[config.mk]
export PLATFORM = sky130hd
export DESIGN_NAME = efuse_usr_bank
export DESIGN_NICKNAME = d
export VERILOG_FILES = /design/src/rtl/efuse_usr_bank.sv
export SDC_FILE = /design/constraint.sdc
export NUM_CORES = 1
export LEC_CHECK = 0
export CORE_MARGIN = 4
export CORE_UTILIZATION = 20
export CTS_CLUSTER_DIAMETER = 100
export CTS_CLUSTER_SIZE = 16
export DETAILED_ROUTE_END_ITERATION = 10
export PLACE_DENSITY = 0.81
export SYNTH_ARGS = -nofsm -noshare
export SYNTH_HDL_FRONTEND = slang
export SYNTH_SLANG_ARGS = --single-unit
[constraint.sdc]
create_clock -name CLK -period 1.3 [get_ports CLK]
set_clock_uncertainty 0.2 [all_clocks]
set_input_delay 0.195 -clock CLK [delete_from_list [all_inputs] [get_ports CLK]]
set_output_delay 0.195 -clock CLK [all_outputs]
set_load 0.03 [all_outputs]
[src/rtl/efuse_usr_bank.sv]
// Clocked model of a multi-word one-time-programmable user eFuse bank.
// Provides addressed reads, a timed OR-only program sequence, a lock fuse and error pulses.
//
// state | meaning
// IDLE  | accepting lock / program / read requests
// RD    | read accepted, data and valid registered on next edge
// PROG  | program in progress, counter running down to commit
module efuse_usr_bank #(
  parameter int unsigned                     WORD_WIDTH      = 32,
  parameter int unsigned                     NUM_WORDS       = 4,
  parameter logic [WORD_WIDTH*NUM_WORDS-1:0] SIM_EFUSE_VALUE = '0,
  parameter logic                            SIM_LOCK_VALUE  = 1'b0,
  parameter int unsigned                     PROG_CYCLES     = 8,
  localparam int unsigned                    AW = (NUM_WORDS > 1) ? $clog2(NUM_WORDS) : 1
) (
  input  logic                            CLK,
  input  logic                            RST,
  output logic [WORD_WIDTH*NUM_WORDS-1:0] EFUSEUSR,
  input  logic [AW-1:0]                   ADDR,
  input  logic                            RD_EN,
  output logic [WORD_WIDTH-1:0]           RD_DATA,
  output logic                            RD_VALID,
  input  logic                            PROG_EN,
  input  logic [WORD_WIDTH-1:0]           PROG_DATA,
  input  logic                            LOCK_EN,
  output logic                            BUSY,
  output logic                            DONE,
  output logic                            ERR,
  output logic                            LOCKED
);

  localparam int unsigned CW = $clog2(PROG_CYCLES);
  localparam logic [AW:0] NW_EXT = (AW+1)'(NUM_WORDS);
  localparam logic [CW-1:0] CNT_LOAD = CW'(PROG_CYCLES - 1);

  typedef enum logic [1:0] {IDLE, RD, PROG} state_t;

  state_t                  state_q, state_d;
  logic [CW-1:0]           count_q;
  logic [AW-1:0]           addr_q;
  logic [WORD_WIDTH-1:0]   data_q;
  logic                    addr_ok;
  logic                    start_rd, start_prog, set_lock, commit, err_d;

  // Nonvolatile storage: loaded once at time zero, untouched by RST.
  logic [WORD_WIDTH*NUM_WORDS-1:0] fuse_q = SIM_EFUSE_VALUE;
  logic                            locked_q = SIM_LOCK_VALUE;

  assign addr_ok = ({1'b0, ADDR} < NW_EXT);

  always_ff @(posedge CLK or posedge RST) begin
    if (RST) state_q <= IDLE;
    else     state_q <= state_d;
  end

  always_comb begin
    state_d    = state_q;
    start_rd   = 1'b0;
    start_prog = 1'b0;
    set_lock   = 1'b0;
    commit     = 1'b0;
    err_d      = 1'b0;
    case (state_q)
      IDLE: begin
        if (LOCK_EN) begin
          set_lock = 1'b1;
        end else if (PROG_EN) begin
          if (!addr_ok || locked_q) begin
            err_d = 1'b1;
          end else begin
            start_prog = 1'b1;
            state_d    = PROG;
          end
        end else if (RD_EN) begin
          if (!addr_ok) begin
            err_d = 1'b1;
          end else begin
            start_rd = 1'b1;
            state_d  = RD;
          end
        end
      end
      RD: state_d = IDLE;
      PROG: begin
        if (count_q == '0) begin
          commit  = 1'b1;
          state_d = IDLE;
        end
      end
      default: state_d = IDLE;
    endcase
  end

  always_ff @(posedge CLK or posedge RST) begin
    if (RST) begin
      count_q  <= '0;
      addr_q   <= '0;
      data_q   <= '0;
      RD_DATA  <= '0;
      RD_VALID <= 1'b0;
      DONE     <= 1'b0;
      ERR      <= 1'b0;
    end else begin
      RD_VALID <= (state_q == RD);
      DONE     <= commit;
      ERR      <= err_d;
      if (start_rd || start_prog) addr_q <= ADDR;
      if (start_prog) begin
        data_q  <= PROG_DATA;
        count_q <= CNT_LOAD;
      end else if (state_q == PROG && count_q != '0) begin
        count_q <= count_q - 1'b1;
      end
      if (state_q == RD) RD_DATA <= fuse_q[int'(addr_q)*WORD_WIDTH +: WORD_WIDTH];
    end
  end

  // commit is only ever raised in PROG, which RST forces back to IDLE, so an abort writes nothing.
  always_ff @(posedge CLK) begin
    if (commit) fuse_q[int'(addr_q)*WORD_WIDTH +: WORD_WIDTH] <=
                  fuse_q[int'(addr_q)*WORD_WIDTH +: WORD_WIDTH] | data_q;
    if (set_lock) locked_q <= 1'b1;
  end

  assign EFUSEUSR = fuse_q;
  assign BUSY     = (state_q != IDLE);
  assign LOCKED   = locked_q;

endmodule

==> results of run 1 <==
[sequential cells by signal, indices dropped and copies added, names as in the netlist]
register and cells:
ERR 1, RD_VALID 1, state_q 1
[kinds of logic after synthesis]
group                  count (synthesis)
buffers and inverters                163
flip-flops                             3
AND/OR/NAND/NOR                        2
other                                  2
[how the worst max path moves through the flow]
stage	endpoint	cells past startpoint	startpoint
detailed placement	state_q[0]	2	LOCK_EN
floorplan	state_q[0]	1	state_q[0]
CTS	BUSY	1	state_q[0]
finish	BUSY	1	state_q[0]
global placement	state_q[0]	2	LOCK_EN
global route	BUSY	1	state_q[0]
[report_power, final]
group	total [W]	switching (W)	internal [W]
clock network	0.000267	0.0000583	0.000209
logic	0.000659	0.000638	0.0000203
registers	0.000101	0.00000232	0.0000982
[repair_timing]
action | 4_1_cts | 5_1_grt
hold buffers | 1 | 0
endpoints found under the hold margin | 3 | 0
setup buffers | 0 | 0
[layout make-up]
cell class | count | area share
sequential | 3 | 0.0813
clock buffer | 4 | 0.0488
timing repair buffer | 8 | 0.0786
inverter | 1 | 0.00407
multi-input combinational | 164 | 0.683
tap | 77 | 0.104
[cells in the final DEF, fill, tap and decap left out, drive strengths merged]
cell type,instances
conb,162
clkdlybuf4s50,4
clkbuf,4
dfrtp,3
buf,3
nor4b,1
nor3b,1
inv,1
dlygate4sd3,1
[metrics by stage]
| step | cells | hold WS [ns] | power, W | util |
|---|---|---|---|---|
| finish | 257 | 0.246 | 0.00103 | 0.145 |
| global route | 257 | 0.269 | 0.00109 | 0.145 |
| CTS | 257 | 0.253 | 0.00102 | 0.145 |
| detailed placement | 252 | 0.169 | 0.000741 | 0.136 |
| global placement | 252 | 0.170 | 0.000740 | 0.136 |
| floorplan | 330 | -0.251 | 0.00110 | - |
[layer usage]
| layer | vias to the layer above | global-route usage | share of wire |
|---|---|---|---|
| li1 | 205 | - | - |
| met1 | 209 | 0.0157 | 0.12 |
| met2 | 91 | 0.0335 | 0.54 |
| met3 | 4 | 0.00737 | 0.31 |
| met4 | 0 | 0.0244 | 0.022 |
| met5 | - | 0 | 0 |
==> results.cfg, run 1 <==
[status]
outcome = finished clean

[synth]
ys_seq_area_frac = 0.0567
synth_most_common_cell = buf_4
synth_top_area_frac = 0.918
synth_top_cell_by_area = buf_4
synth_xor_area_frac = 0
synth_area_sq_um = 1330
synth_top_cells_by_count = 162 x buf_4, 3 x dfrtp_1, 2 x conb_1
muxShareOfSynthArea = 0
synth_top_family_by_area = buffers and inverters
synth-simple-area-share = 0.0170
ys_types = 6
yosysWarnings = 0
synth_compound_area_frac = 0
synth-adder-area-share = 0
ys_ff_latch = 3
async_flop_share = 1.00
synth.area.top_cells = buf_4 92%, dfrtp_1 5.7%, nor4b_2 1.1%, conb_1 0.57%, nor3b_1 0.57%
synth-edff-count = 0
synth_cells = 170
avgSynthCellArea_sq_um = 7.79
synthFlopType = dfrtp_1

[floorplanning]
die_w_um = 89.4
die_area_sq_um = 7990
io-pin-count = 204
start_util = 0.207
num_rows = 29
core_sq_um = 6390
die_h_um = 89.4

[grt]
antenna_found_initial = 0
grt_pass1_wl_um = 1170
grt_max_degree = 5
grt_overflow = 0
first_global_vias = 312
grt.total_usage = 0.0197

[route]
wl_per_cell_um = 5.38
via_per_inst = 1.98
drtAntennaViolNets = 0
firstDrtPassIters = 2
vias = 509
routed_wl_um = 1380
drt_iter0_markers = 2
drcViolationCount = 0

[cells_and_area]
layout.nets = 220
multi_input_area_sq_um = 631
fin_area_sq_um = 923
diodes = 0
area_delta_synth_final_pct = -30.3
regArea_sq_um = 75.1
drive_above_1_share = 0.0389
n_fill_cell = 737

[placed_design]
gp_congestion = 0.547
preCtsSetupSlack_ns = 0.133
dp.final_hpwl_um = 1350
portBuffers = 7
place_area_sq_um = 868

[timing]
slew_viol_final = 0
fin_setup_tns_ns = 0
finalWorstSetupSlack_ns = 0.105
max_freq_ghz = 0.837
setup_violations = 0
hold_viol = 0
fin_crit_sh = 0.919
fin_crit_ns = 1.20
rsz0062_at_grt = false

[critical_path]
rr_worst_depth = 1
required_ns = 0.90
crit_type = reg2out
timing.rr.end = state_q[0]
timing.critical_path.cells = buf_4
cp_top_family = flip-flops
cp_max_fo = 4
crit_slowest_cell = dfrtp_1
reg2reg_from = state_q[0]
cp_data_arrival_time_ns = 0.80
worst-r2r-setup-slack_ns = 0.34
critPathCaptureType = output pin
critPathMaxStageDelay_ns = 0.40
path_buf_inv = 1
cp-start-kind = register

[clock_network]
clk_latency_ns = 0.21
cts-htree-levels = 1
cts_made_buffers = 3
cts_buffer_depth = 2
cts_tree = built
cts_resized = 0
cts_root_buf = clkbuf_8
cts_sinks = 3
clkSlewWorstSetupHoldPaths_ns = 0.03

[worst_hold_path]
min_from = state_q[0]
hold_end = RD_VALID
hp-class = reg2reg
min_delay_path_depth = 0

[job]
drv_cap = 0

[power]
power_density_nw_per_um2 = 1110
ir_drop_mv = 0.591
p_leak_nw = 0.633
Power figures use the tool's default switching activity.
==> run 2: changes to the inputs <==
SKIP_CTS_REPAIR_TIMING = 1   (was default)
==> results.cfg, run 2 (same netlist as run 1, synthesis figures left out) <==
[status]
outcome = finished clean

[clock_network]
cts-htree-levels = 1
cts_root_buf = clkbuf_8
clk_latency_ns = 0.21
clkSlewWorstSetupHoldPaths_ns = 0.03
cts_sinks = 3
cts_made_buffers = 3
cts_buffer_depth = 2
cts_tree = built

[critical_path]
crit_slowest_cell = dfrtp_1
required_ns = 0.90
rr_worst_depth = 1
cp_data_arrival_time_ns = 0.80
crit_cells = 1
crit_type = reg2out
cp_max_fo = 4
cp_top_family = flip-flops
critPathMaxStageDelay_ns = 0.40
cp-start-kind = register
critPathCaptureType = output pin
timing.critical_path.cells = buf_4
path_buf_inv = 1

[route]
firstDrtPassIters = 2
wl_per_cell_um = 5.38
routed_wl_um = 1380
vias = 509
drtAntennaViolNets = 0
via_per_inst = 1.98
drcViolationCount = 0
drt_iter0_markers = 2

[grt]
antenna_found_initial = 0
met1_usage = 0.0163
gr-max-usage-layer = met2
grt_overflow = 0
first_global_vias = 300
grt_pass1_wl_um = 1130
use_met2 = 0.0308
grt_util_met3 = 0.00645
grt_max_degree = 5
grt.total_usage = 0.0190

[timing]
fin_crit_sh = 0.921
finalWorstSetupSlack_ns = 0.103
setup_violations = 0
max_freq_ghz = 0.836
fin_crit_ns = 1.20
hold_viol = 0
worst_hold_slack_ns = 0.248
fin_setup_tns_ns = 0
rsz0062_at_grt = false
slew_viol_final = 0

[floorplanning]
core_sq_um = 6390
start_util = 0.207
num_rows = 29
die_w_um = 89.4
io-pin-count = 204
die_area_sq_um = 7990
die_h_um = 89.4

[power]
seqPwrFrac = 0.098
power_density_nw_per_um2 = 1110
p_leak_nw = 0.633
ir_drop_mv = 0.591
sw_frac_of_total = 0.681
p_int_w = 0.000327
power_frac_clock = 0.260
p_switching_w = 0.000699
comb_power_share = 0.642

[placed_design]
preCtsSetupSlack_ns = 0.133
dp.final_hpwl_um = 1350
gp_congestion = 0.547
portBuffers = 7

[cells_and_area]
area_delta_synth_final_pct = -30.3
layout_common_cells = 162 x conb_1, 4 x clkdlybuf4s50_1, 3 x dfrtp_1, 3 x clkbuf_8, 3 x buf_4
drive_above_1_share = 0.0389
final_common_cell = conb_1
diodes = 0
layout.nets = 220
reg_top3 = ERR (1), RD_VALID (1), state_q (1)

[job]
drv_cap = 0

[worst_hold_path]
min_delay_path_depth = 0
hp-class = reg2reg
-- run 2: cell counts in the layout (fill, tap and decap cells not counted) --
Identical to the previous run, type by type.
-- run 2: power by group through the flow --
stage	Sequential [W]	Combinational, W	Clock, W
after floorplan	0.000110	0.000989	0
after global placement	0.000101	0.000639	0
after detailed placement	0.000102	0.000639	0
after CTS	0.000101	0.000640	0.000273
after global routing	0.000101	0.000697	0.000292
final	0.000101	0.000659	0.000267
-- run 2: routing by layer --
metal	part of all wire	vias to the layer above	routed length, um
li1	-	205	-
met1	0.13	209	176
met2	0.54	91	746
met3	0.31	4	428
met4	0.022	0	31
met5	0	-	0
-- run 2: path summary, 6_finish.rpt --
kind / startpoint / to / slack (ns)
min reg2reg: state_q[0] / RD_VALID / 0.25
min in group asynchronous: RST / ERR / 0.52
max reg2reg: state_q[0] / state_q[0] / 0.34
max in group asynchronous: RST / RD_VALID / 0.26
max: state_q[0] / BUSY / 0.10
min: state_q[0] / RD_VALID / 0.25
-- run 2: metrics by stage --
step	utilization	instances	area, sq um	power (W)
finish	0.145	257	923	0.00103
global route	0.145	257	923	0.00109
global placement	0.136	252	868	0.000740
floorplan	-	330	1930	0.00110
CTS	0.143	256	913	0.00101
detailed placement	0.136	252	868	0.000741
-- run 2: area by class of cell --
cell class | instances | area (sq um)
Clock buffer | 4 | 45.0
Fill cell | 737 | 5460
Inverter | 1 | 3.75
Multi-Input combinational cell | 164 | 631
Sequential cell | 3 | 75.1
Tap cell | 77 | 96.3
Timing Repair Buffer | 8 | 72.6
